`src/rtl/fma_pipe.sv`:
```
// Three-stage pipelined fused multiply-add: result = round(a*b + c) with a
// single round-to-nearest-even step. Subnormal inputs and outputs are flushed
// to zero. One global enable stalls every stage while a result waits downstream.
//
// Handshake: an operand triple transfers on a rising edge where
// in_valid && in_ready; a result transfers where out_valid && out_ready.
// in_ready = !out_valid || out_ready, and while it is low no stage register
// changes, so a presented result and its flags stay stable until taken.
module fma_pipe #(
    parameter int EXP_W = 8,
    parameter int MAN_W = 23
) (
    input  logic                 clk,
    input  logic                 rst_n,
    input  logic                 in_valid,
    output logic                 in_ready,
    input  logic [EXP_W+MAN_W:0] a,
    input  logic [EXP_W+MAN_W:0] b,
    input  logic [EXP_W+MAN_W:0] c,
    output logic                 out_valid,
    input  logic                 out_ready,
    output logic [EXP_W+MAN_W:0] result,
    output logic [3:0]           flags
);
    localparam int W    = 1 + EXP_W + MAN_W;
    localparam int P    = MAN_W + 1;          // significand width with hidden bit
    localparam int PW   = 2 * P;              // exact product width
    localparam int D    = 3 * P + 3;          // alignment field width
    localparam int SW   = D + 1;              // sum width incl. carry
    localparam int LZW  = $clog2(SW + 1);
    localparam int XW   = EXP_W + LZW + 2;    // signed internal exponent width
    localparam int BIAS = 2 ** (EXP_W - 1) - 1;
    localparam int EMAX = 2 ** EXP_W - 1;
    // Exponent difference at which the addend sits unshifted at the top of the field
    localparam logic signed [XW-1:0] ALIGN0 = XW'(P + 3);
    localparam logic signed [XW-1:0] EMAX_X = XW'(EMAX);
    localparam logic [W-1:0] QNAN = {1'b0, {EXP_W{1'b1}}, 1'b1, {(MAN_W-1){1'b0}}};

    logic en;
    assign en       = !out_valid || out_ready;
    assign in_ready = en;

    // ---------------- S1: unpack, classify, multiply ----------------
    logic             sa, sb, sc;
    logic [EXP_W-1:0] ea, eb, ec;
    logic [MAN_W-1:0] fa, fb, fc;
    assign {sa, ea, fa} = a;
    assign {sb, eb, fb} = b;
    assign {sc, ec, fc} = c;

    logic a_zero, b_zero, c_zero, a_inf, b_inf, c_inf, a_nan, b_nan, c_nan;
    logic [P-1:0] sig_a, sig_b, sig_c;
    logic p_sign, p_inf, p_zero, any_nan, invalid, special;
    logic [W-1:0] spec_res;
    logic signed [XW-1:0] p_exp;
    logic [PW-1:0] prod;

    // Operand classification, exact product and the special-value outcome
    always_comb begin
        a_zero   = (ea == '0);
        b_zero   = (eb == '0);
        c_zero   = (ec == '0);
        a_inf    = (&ea) && (fa == '0);
        b_inf    = (&eb) && (fb == '0);
        c_inf    = (&ec) && (fc == '0);
        a_nan    = (&ea) && (fa != '0);
        b_nan    = (&eb) && (fb != '0);
        c_nan    = (&ec) && (fc != '0);
        sig_a    = a_zero ? '0 : {1'b1, fa};
        sig_b    = b_zero ? '0 : {1'b1, fb};
        sig_c    = c_zero ? '0 : {1'b1, fc};
        prod     = PW'(sig_a) * PW'(sig_b);
        p_exp    = XW'(ea) + XW'(eb) - XW'(BIAS);
        p_sign   = sa ^ sb;
        p_inf    = a_inf | b_inf;
        p_zero   = a_zero | b_zero;
        any_nan  = a_nan | b_nan | c_nan;
        invalid  = !any_nan && ((a_inf && b_zero) || (a_zero && b_inf) ||
                                (p_inf && c_inf && (p_sign != sc)));
        special  = any_nan || invalid || p_inf || c_inf;
        if (any_nan || invalid)
            spec_res = QNAN;
        else if (p_inf)
            spec_res = {p_sign, {EXP_W{1'b1}}, {MAN_W{1'b0}}};
        else
            spec_res = {sc, {EXP_W{1'b1}}, {MAN_W{1'b0}}};
    end

    logic                 s1_valid, s1_psign, s1_pzero, s1_csign, s1_czero, s1_special;
    logic signed [XW-1:0] s1_pexp;
    logic [PW-1:0]        s1_prod;
    logic [EXP_W-1:0]     s1_cexp;
    logic [P-1:0]         s1_csig;
    logic [W-1:0]         s1_spec_res;
    logic                 s1_invalid;

    // Stage 1 register: product, addend and special outcome
    always_ff @(posedge clk or negedge rst_n) begin
        if (!rst_n) begin
            s1_valid    <= 1'b0;
            s1_psign    <= 1'b0;
            s1_pzero    <= 1'b0;
            s1_csign    <= 1'b0;
            s1_czero    <= 1'b0;
            s1_special  <= 1'b0;
            s1_pexp     <= '0;
            s1_prod     <= '0;
            s1_cexp     <= '0;
            s1_csig     <= '0;
            s1_spec_res <= '0;
            s1_invalid  <= 1'b0;
        end else if (en) begin
            s1_valid    <= in_valid;
            s1_psign    <= p_sign;
            s1_pzero    <= p_zero;
            s1_csign    <= sc;
            s1_czero    <= c_zero;
            s1_special  <= special;
            s1_pexp     <= p_exp;
            s1_prod     <= prod;
            s1_cexp     <= ec;
            s1_csig     <= sig_c;
            s1_spec_res <= spec_res;
            s1_invalid  <= invalid;
        end
    end

    // ---------------- S2: align and add ----------------
    logic signed [XW-1:0] c_exp_x, exp_diff, align_sh, hi_exp;
    logic                 c_top, c_sticky, eff_sub, sum_sign;
    logic [D-1:0]         p_field, c_full, c_field;
    logic [SW-1:0]        sum;

    // Addend placed relative to the product; far-away operand collapses to sticky
    always_comb begin
        c_exp_x  = XW'(s1_cexp);
        exp_diff = c_exp_x - s1_pexp;
        // A zero product must never push a nonzero addend out of the field
        c_top    = !s1_czero && (s1_pzero || (exp_diff > ALIGN0));
        align_sh = c_top ? '0 : ALIGN0 - exp_diff;
        hi_exp   = c_top ? c_exp_x : s1_pexp + ALIGN0;
        p_field  = c_top ? D'(s1_prod != '0) : D'({s1_prod, 1'b0});
        c_full   = {s1_csig, {(D-P){1'b0}}};
        c_field  = c_full >> align_sh;
        c_sticky = |(c_full & ~({D{1'b1}} << align_sh));
        c_field[0] = c_field[0] | c_sticky;
        eff_sub  = s1_psign ^ s1_csign;
        if (!eff_sub) begin
            sum      = {1'b0, p_field} + {1'b0, c_field};
            sum_sign = s1_psign;
        end else if (p_field >= c_field) begin
            sum      = {1'b0, p_field - c_field};
            sum_sign = s1_psign;
        end else begin
            sum      = {1'b0, c_field - p_field};
            sum_sign = s1_csign;
        end
    end

    logic                 s2_valid, s2_sign, s2_zsign, s2_special, s2_invalid;
    logic signed [XW-1:0] s2_exp;
    logic [SW-1:0]        s2_sum;
    logic [W-1:0]         s2_spec_res;

    // Stage 2 register: signed magnitude sum and exponent of its top bit
    always_ff @(posedge clk or negedge rst_n) begin
        if (!rst_n) begin
            s2_valid    <= 1'b0;
            s2_sign     <= 1'b0;
            s2_zsign    <= 1'b0;
            s2_special  <= 1'b0;
            s2_invalid  <= 1'b0;
            s2_exp      <= '0;
            s2_sum      <= '0;
            s2_spec_res <= '0;
        end else if (en) begin
            s2_valid    <= s1_valid;
            s2_sign     <= sum_sign;
            s2_zsign    <= s1_pzero & s1_czero & s1_psign & s1_csign;
            s2_special  <= s1_special;
            s2_invalid  <= s1_invalid;
            s2_exp      <= hi_exp;
            s2_sum      <= sum;
            s2_spec_res <= s1_spec_res;
        end
    end

    // ---------------- S3: normalise, round, pack ----------------
    logic [LZW-1:0]       lz;
    logic [SW-1:0]        norm;
    logic [P-1:0]         mant;
    logic [P:0]           mant_rnd;
    logic [MAN_W-1:0]     frac_out;
    logic                 guard, round_bit, sticky, round_up, inexact;
    logic signed [XW-1:0] res_exp;
    logic [W-1:0]         res_next;
    logic [3:0]           flags_next;

    // Leading-zero normalise, RNE rounding and final result selection
    always_comb begin
        lz = LZW'(SW);
        for (int i = 0; i < SW; i++) begin
            if (s2_sum[i]) lz = LZW'(SW - 1 - i);
        end
        norm      = s2_sum << lz;
        mant      = norm[SW-1 -: P];
        guard     = norm[SW-1-P];
        round_bit = norm[SW-2-P];
        sticky    = |norm[SW-3-P:0];
        round_up  = guard & (round_bit | sticky | mant[0]);
        inexact   = guard | round_bit | sticky;
        mant_rnd  = {1'b0, mant} + {{P{1'b0}}, round_up};
        // A rounding carry leaves 10..0, so the fraction field is zero either way
        frac_out  = mant_rnd[P] ? mant_rnd[MAN_W:1] : mant_rnd[MAN_W-1:0];
        res_exp   = s2_exp + XW'(1) - XW'(lz) + XW'(mant_rnd[P]);
        res_next   = '0;
        flags_next = '0;
        if (s2_special) begin
            res_next   = s2_spec_res;
            flags_next = {s2_invalid, 3'b000};
        end else if (s2_sum == '0) begin
            res_next   = {s2_zsign, {(W-1){1'b0}}};
        end else if (res_exp >= EMAX_X) begin
            res_next   = {s2_sign, {EXP_W{1'b1}}, {MAN_W{1'b0}}};
            flags_next = 4'b0101;
        end else if (res_exp[XW-1] || (res_exp == '0)) begin
            res_next   = {s2_sign, {(W-1){1'b0}}};
            flags_next = 4'b0011;
        end else begin
            res_next   = {s2_sign, res_exp[EXP_W-1:0], frac_out};
            flags_next = {3'b000, inexact};
        end
    end

    // Output register: packed result, flags and out_valid
    always_ff @(posedge clk or negedge rst_n) begin
        if (!rst_n) begin
            out_valid <= 1'b0;
            result    <= '0;
            flags     <= '0;
        end else if (en) begin
            out_valid <= s2_valid;
            result    <= res_next;
            flags     <= flags_next;
        end
    end

endmodule

```
`config.mk`:
```
export PLATFORM = sky130hd
export DESIGN_NAME = fma_pipe
export DESIGN_NICKNAME = d
export VERILOG_FILES = /design/src/rtl/fma_pipe.sv
export SDC_FILE = /design/constraint.sdc
export NUM_CORES = 2
export LEC_CHECK = 0
export BUFFER_PORTS_ARGS = -buffer_cell sky130_fd_sc_hd__buf_2
export CORE_AREA = 2 2 307 385
export CTS_CLUSTER_DIAMETER = 50
export DETAILED_ROUTE_END_ITERATION = 8
export DIE_AREA = 0 0 309 387
export GPL_TIMING_DRIVEN = 0
export HOLD_SLACK_MARGIN = 0.1
export PLACE_DENSITY_LB_ADDON = 0.2
export SKIP_CTS_REPAIR_TIMING = 1
export SYNTH_ARGS = -nofsm -noshare
export SYNTH_HDL_FRONTEND = slang
export SYNTH_SLANG_ARGS = --single-unit
```
`constraint.sdc`:
```
create_clock -name clk -period 20 [get_ports clk]
set_input_delay 1 -clock clk [delete_from_list [all_inputs] [get_ports clk]]
set_output_delay 1 -clock clk [all_outputs]
set_load 0.005 [all_outputs]
```
==> metrics, run 1 <==
run status=stopped before the end; Synth Net Count=~8000; die width=309 um; buffers added on ports=roughly 140; proportion of synthesized chip area in sequential cells=between 10% and 20%; largest buffer count on any clock path=3; cell count after synthesis=approximately 7000; CTS Root Buffer Type=sky130_fd_sc_hd__clkbuf_16; warning count from the yosys run=0; global-route usage over all layers=between 50 and 60%; remaining global-route overflow=11; post-synth top area share=between 10% and 20%; Avg Inst Size Synth=between 7 and 8 um2; number of cell rows=140; vertical extent of the die=387 um; dominant cell type by area after synthesis=sky130_fd_sc_hd__fa_1; top post-synthesis cells by area=sky130_fd_sc_hd__fa_1 (19%), sky130_fd_sc_hd__dfrtp_1 (11%), sky130_fd_sc_hd__ha_1 (8.9%); TritonCTS Sinks=238; clock buffer count from CTS=27; number of enable-type register cells in the synthesized netlist=0; first-pass GRT wire length=approximately 460 mm; IO Pins=~140; async set or reset register ratio after synthesis=100%; final weighted congestion in routability-driven placement=approximately 1.2; largest net degree at the start of global routing=113; vias in the first global route=between 60000 and 70000; post-DP HPWL=around 250 mm; most used flip-flop cell after synthesis=sky130_fd_sc_hd__dfrtp_1; Error Message=[ERROR GRT-0116] Global routing finished with congestion. Check the congestion regions in the DRC Viewer.; number of H-tree levels=1; stage where the flow stopped=global routing (5_1_grt); Synth cell types=about 110; effective utilization at floorplan=between 40% and 50%; post-synthesis cell area=a little over 50000 um2; number of synthesized register bits=between 200 and 250
synth_stat cells, types with 43 or more instances:
cell type                    n
sky130_fd_sc_hd__o21ai_1    44
sky130_fd_sc_hd__o21ai_0   369
sky130_fd_sc_hd__nor2_1    489
sky130_fd_sc_hd__nor3_1    147
sky130_fd_sc_hd__xnor2_1   105
sky130_fd_sc_hd__inv_1     726
sky130_fd_sc_hd__nand4_1    70
sky130_fd_sc_hd__fa_1      489
sky130_fd_sc_hd__a31oi_1    54
sky130_fd_sc_hd__a211oi_1   95
sky130_fd_sc_hd__clkbuf_1  380
sky130_fd_sc_hd__a21oi_1   537
sky130_fd_sc_hd__and2_1    119
sky130_fd_sc_hd__o211ai_1   51
sky130_fd_sc_hd__nor4_1     82
sky130_fd_sc_hd__dfrtp_1   238
sky130_fd_sc_hd__ha_1      369
sky130_fd_sc_hd__nand2_1   927
sky130_fd_sc_hd__o21bai_1   88
sky130_fd_sc_hd__a21o_1     91
sky130_fd_sc_hd__mux2i_1   140
sky130_fd_sc_hd__xor2_1     54
sky130_fd_sc_hd__nand3_1   256
sky130_fd_sc_hd__buf_2      43
sky130_fd_sc_hd__and3_1    245
through the flow:
step                      setup WS (ns)  utilization, %  instances  area, um2  hold slack (ns)
after floorplan                   10.50               -       6971      51800            0.430
after global placement             5.31            47.0       8669      54500            0.443
after detailed placement           5.98            47.1       8674      54600            0.449
after CTS                          5.88            47.9       8723      55500            0.157
cell families after synthesis:
logic type / after synthesis / share of synthesized area [%]
flops: 238 / 11.5
mux: 186 / 3.88
compound gates: 1790 / 22.1
simple gates: 2528 / 23.0
fa+ha+maj: 859 / 27.8
xor+xnor: 160 / 2.72
buf+inv: 1210 / 8.99
per-layer routing:
metal	global-route usage [%]	overflow
met5	1.71	0
met4	56.7	4
met3	22.2	0
met2	82.1	7
met1	53.5	0
==> run 2, diff against run 1 <==
CORE_AREA = 2 2 419 421   (was 2 2 307 385)
CTS_CLUSTER_DIAMETER = default   (was 50)
DIE_AREA = 0 0 421 423   (was 0 0 309 387)
HOLD_SLACK_MARGIN = default   (was 0.1)
PLACE_DENSITY_LB_ADDON = 0.15   (was 0.2)
==> metrics, run 2 <==
run status=finished, violations left; violated checks=max-capacitance violations; critical path start-end classification=flip-flop to flip-flop; TritonCTS Sinks=238 (unchanged); Synth cell types=107 (unchanged); most common cell after layout, fill and taps aside=sky130_fd_sc_hd__nand2_1; path length in cells of the critical path=42; Final Instance Area=around 57000 um2; die width=421 um (+36%); via count=around 57000; count of final max-slew check failures=0; global-route usage over all layers=a little over a third; worst slack, placed=4.72 ns (-1.26 ns); required time of the worst setup path=about 20 ns; largest buffer count on any clock path=3 (unchanged); Worst Tran Pin Value=1.48 ns; Commonest cells post-synth=sky130_fd_sc_hd__nand2_1 (927), sky130_fd_sc_hd__inv_1 (726), sky130_fd_sc_hd__a21oi_1 (537), sky130_fd_sc_hd__fa_1 (489), sky130_fd_sc_hd__nor2_1 (489); Synth Net Count=7929 (unchanged); register with the highest flop count=s2_sum; core region area=between 150000 and 200000 um2; highest-count cells in the layout ignoring fill and taps=sky130_fd_sc_hd__nand2_1 (927), sky130_fd_sc_hd__inv_1 (726), sky130_fd_sc_hd__a21oi_1 (537); dpl cells=9440 (+8.8%); TNS Setup=0 ns; vertical extent of the die=423 um (+9.3%); final weighted congestion in routability-driven placement=1.03 (-12%); final routed DRC violation total=0; effective utilization at floorplan=29.9% (-15 points); routed length per instance=~34 um; number of cell rows=153 (+9.3%); layout filler cell count=19000; buffers and inverters on the worst path=14; clock latency on the worst-skew pair=around 0.62 ns; proportion of synthesized chip area in sequential cells=11.5% (unchanged); post-synthesis cell area=51800 um2 (unchanged); count of max-cap constraint violations=1; Avg Inst Size Synth=7.43 um2 (unchanged); number of antenna-violating nets in the routed design=0; most numerous cell on the critical path=sky130_fd_sc_hd__clkbuf_1; IO Pins=138 (unchanged); async set or reset register ratio after synthesis=100% (unchanged); antenna violations before repair=22; largest registers ranked by flip-flop count=s2_sum: 76 flops, s1_prod: 48 flops, result: 32 flops; final worst-path setup slack=roughly 4.3 ns; setup repair after global routing missed its margin=false; final instance count without filler cells=about 9500; upper clock frequency limit=0.0637 GHz; clock input transition at the sequential cells of the worst setup and hold paths=0.06 ns; crit-path leading delay family=buffers and inverters; Iteration-0 DRC Markers=~6400; min Tclk post-route=about 16 ns; first-pass GRT wire length=444 mm; routed vias/inst=around 6.0; number of cells on the worst reg-to-reg path=42; post-route fraction of the period consumed by the critical path=about four fifths; layout cell share with drive strength beyond 1=under 10%; buffers added on ports=136 (unchanged); number of hold-slack violations in the final timing report=0; remaining global-route overflow=0; post-DP HPWL=264 mm (+6.9%); number of flip-flops in the largest register=76; arrival time at the worst endpoint=between 15 and 20 ns; total detailed-routing wirelength=between 300 and 400 mm; Synth-to-Final Area Change=9.60%; final number of setup-violating endpoints=0; Worst Setup End Kind=flip-flop; placed inst area=55600 um2 (+1.9%); CTS Root Buffer Type=sky130_fd_sc_hd__clkbuf_16; cell with the most instances after synthesis=sky130_fd_sc_hd__nand2_1; Crit path largest cell delay=approximately 1.1 ns; library cell contributing the largest single delay on the critical path=sky130_fd_sc_hd__clkbuf_1; clock buffer count from CTS=35 (+30%); Die Area=178000 um2; sort of element at the start of the critical path=flip-flop; top post-synthesis cells by area=sky130_fd_sc_hd__fa_1 (19%), sky130_fd_sc_hd__dfrtp_1 (11%), sky130_fd_sc_hd__ha_1 (8.9%); remaining max-slew budget at the tightest pin=less than 1%; largest net degree at the start of global routing=97; Worst Clk Skew=between 0.04 and 0.05 ns; dominant cell type by area after synthesis=sky130_fd_sc_hd__fa_1; most used flip-flop cell after synthesis=sky130_fd_sc_hd__dfrtp_1; iteration count of the initial detailed-routing pass=6; cell count after synthesis=6971 (unchanged); number of H-tree levels=2 (+1); post-synth top area share=18.9% (unchanged); maximum net fanout on the critical path=10; vias in the first global route=56900; Final Net Count=between 8000 and 9000; number of synthesized register bits=238 (unchanged); path type of the worst min-delay path=primary input to asynchronous set/reset pin; number of enable-type register cells in the synthesized netlist=0 (unchanged); clock tree from TritonCTS=built; warning count from the yosys run=0 (unchanged)
## run 2: final timing paths
| path | from | to | slack [ns] |
|---|---|---|---|
| setup / recovery | s1_pexp[0] | s2_sum[16] | 4.30 |
| hold / removal | rst_n | s1_valid | 0.31 |
| setup reg to reg | s1_pexp[0] | s2_sum[16] | 4.30 |
| hold reg to reg | s1_spec_res[30] | s2_spec_res[30] | 0.46 |
| max in group asynchronous | rst_n | s2_sum[26] | 18.28 |
| min in group clk | s1_spec_res[30] | s2_spec_res[30] | 0.46 |
## run 2: cells by family after synthesis
logic type      Yosys count  share of synthesized area, %
mux                     186                          3.88
buf+inv                1210                          8.99
xor+xnor                160                          2.72
fa+ha+maj               859                          27.8
compound gates         1790                          22.1
simple gates           2528                          23.0
flops                   238                          11.5
## run 2: cell type report
type / count / area, um2 / share of cell area [%]
timing repair buffer: 146 / 818 / 1.44
sequential: 238 / 5960 / 10.5
antenna: 3 / 7.51 / 0.0132
multi-input combinational: 5523 / 41300 / 72.6
buffer: 479 / 1930 / 3.39
tap: 2325 / 2910 / 5.12
inverter: 731 / 2740 / 4.83
clock buffer: 45 / 963 / 1.70
clock inverter: 18 / 216 / 0.381
## run 2: through the flow
step | util (%) | hold slack, ns
2_1_floorplan | - | 0.430
3_3_place_gp | 32.0 | 0.452
3_5_place_dp | 32.1 | 0.450
4_1_cts | 32.8 | 0.309
5_1_grt | 32.8 | 0.333
6_report | 32.8 | 0.308
## run 2: routing by layer
metal | vias up | GRT usage [%] | wire length (um)
li1 | 24400 | - | -
met1 | 28400 | 41.0 | 122000
met2 | 2845 | 58.3 | 149000
met3 | 869 | 4.54 | 20800
met4 | 10 | 25.4 | 28500
met5 | - | 0 | 80
Power of run 2 is left out: the tool's default activity adds up to more than one toggle a clock period on the data nets, which glitch-free logic cannot reach.
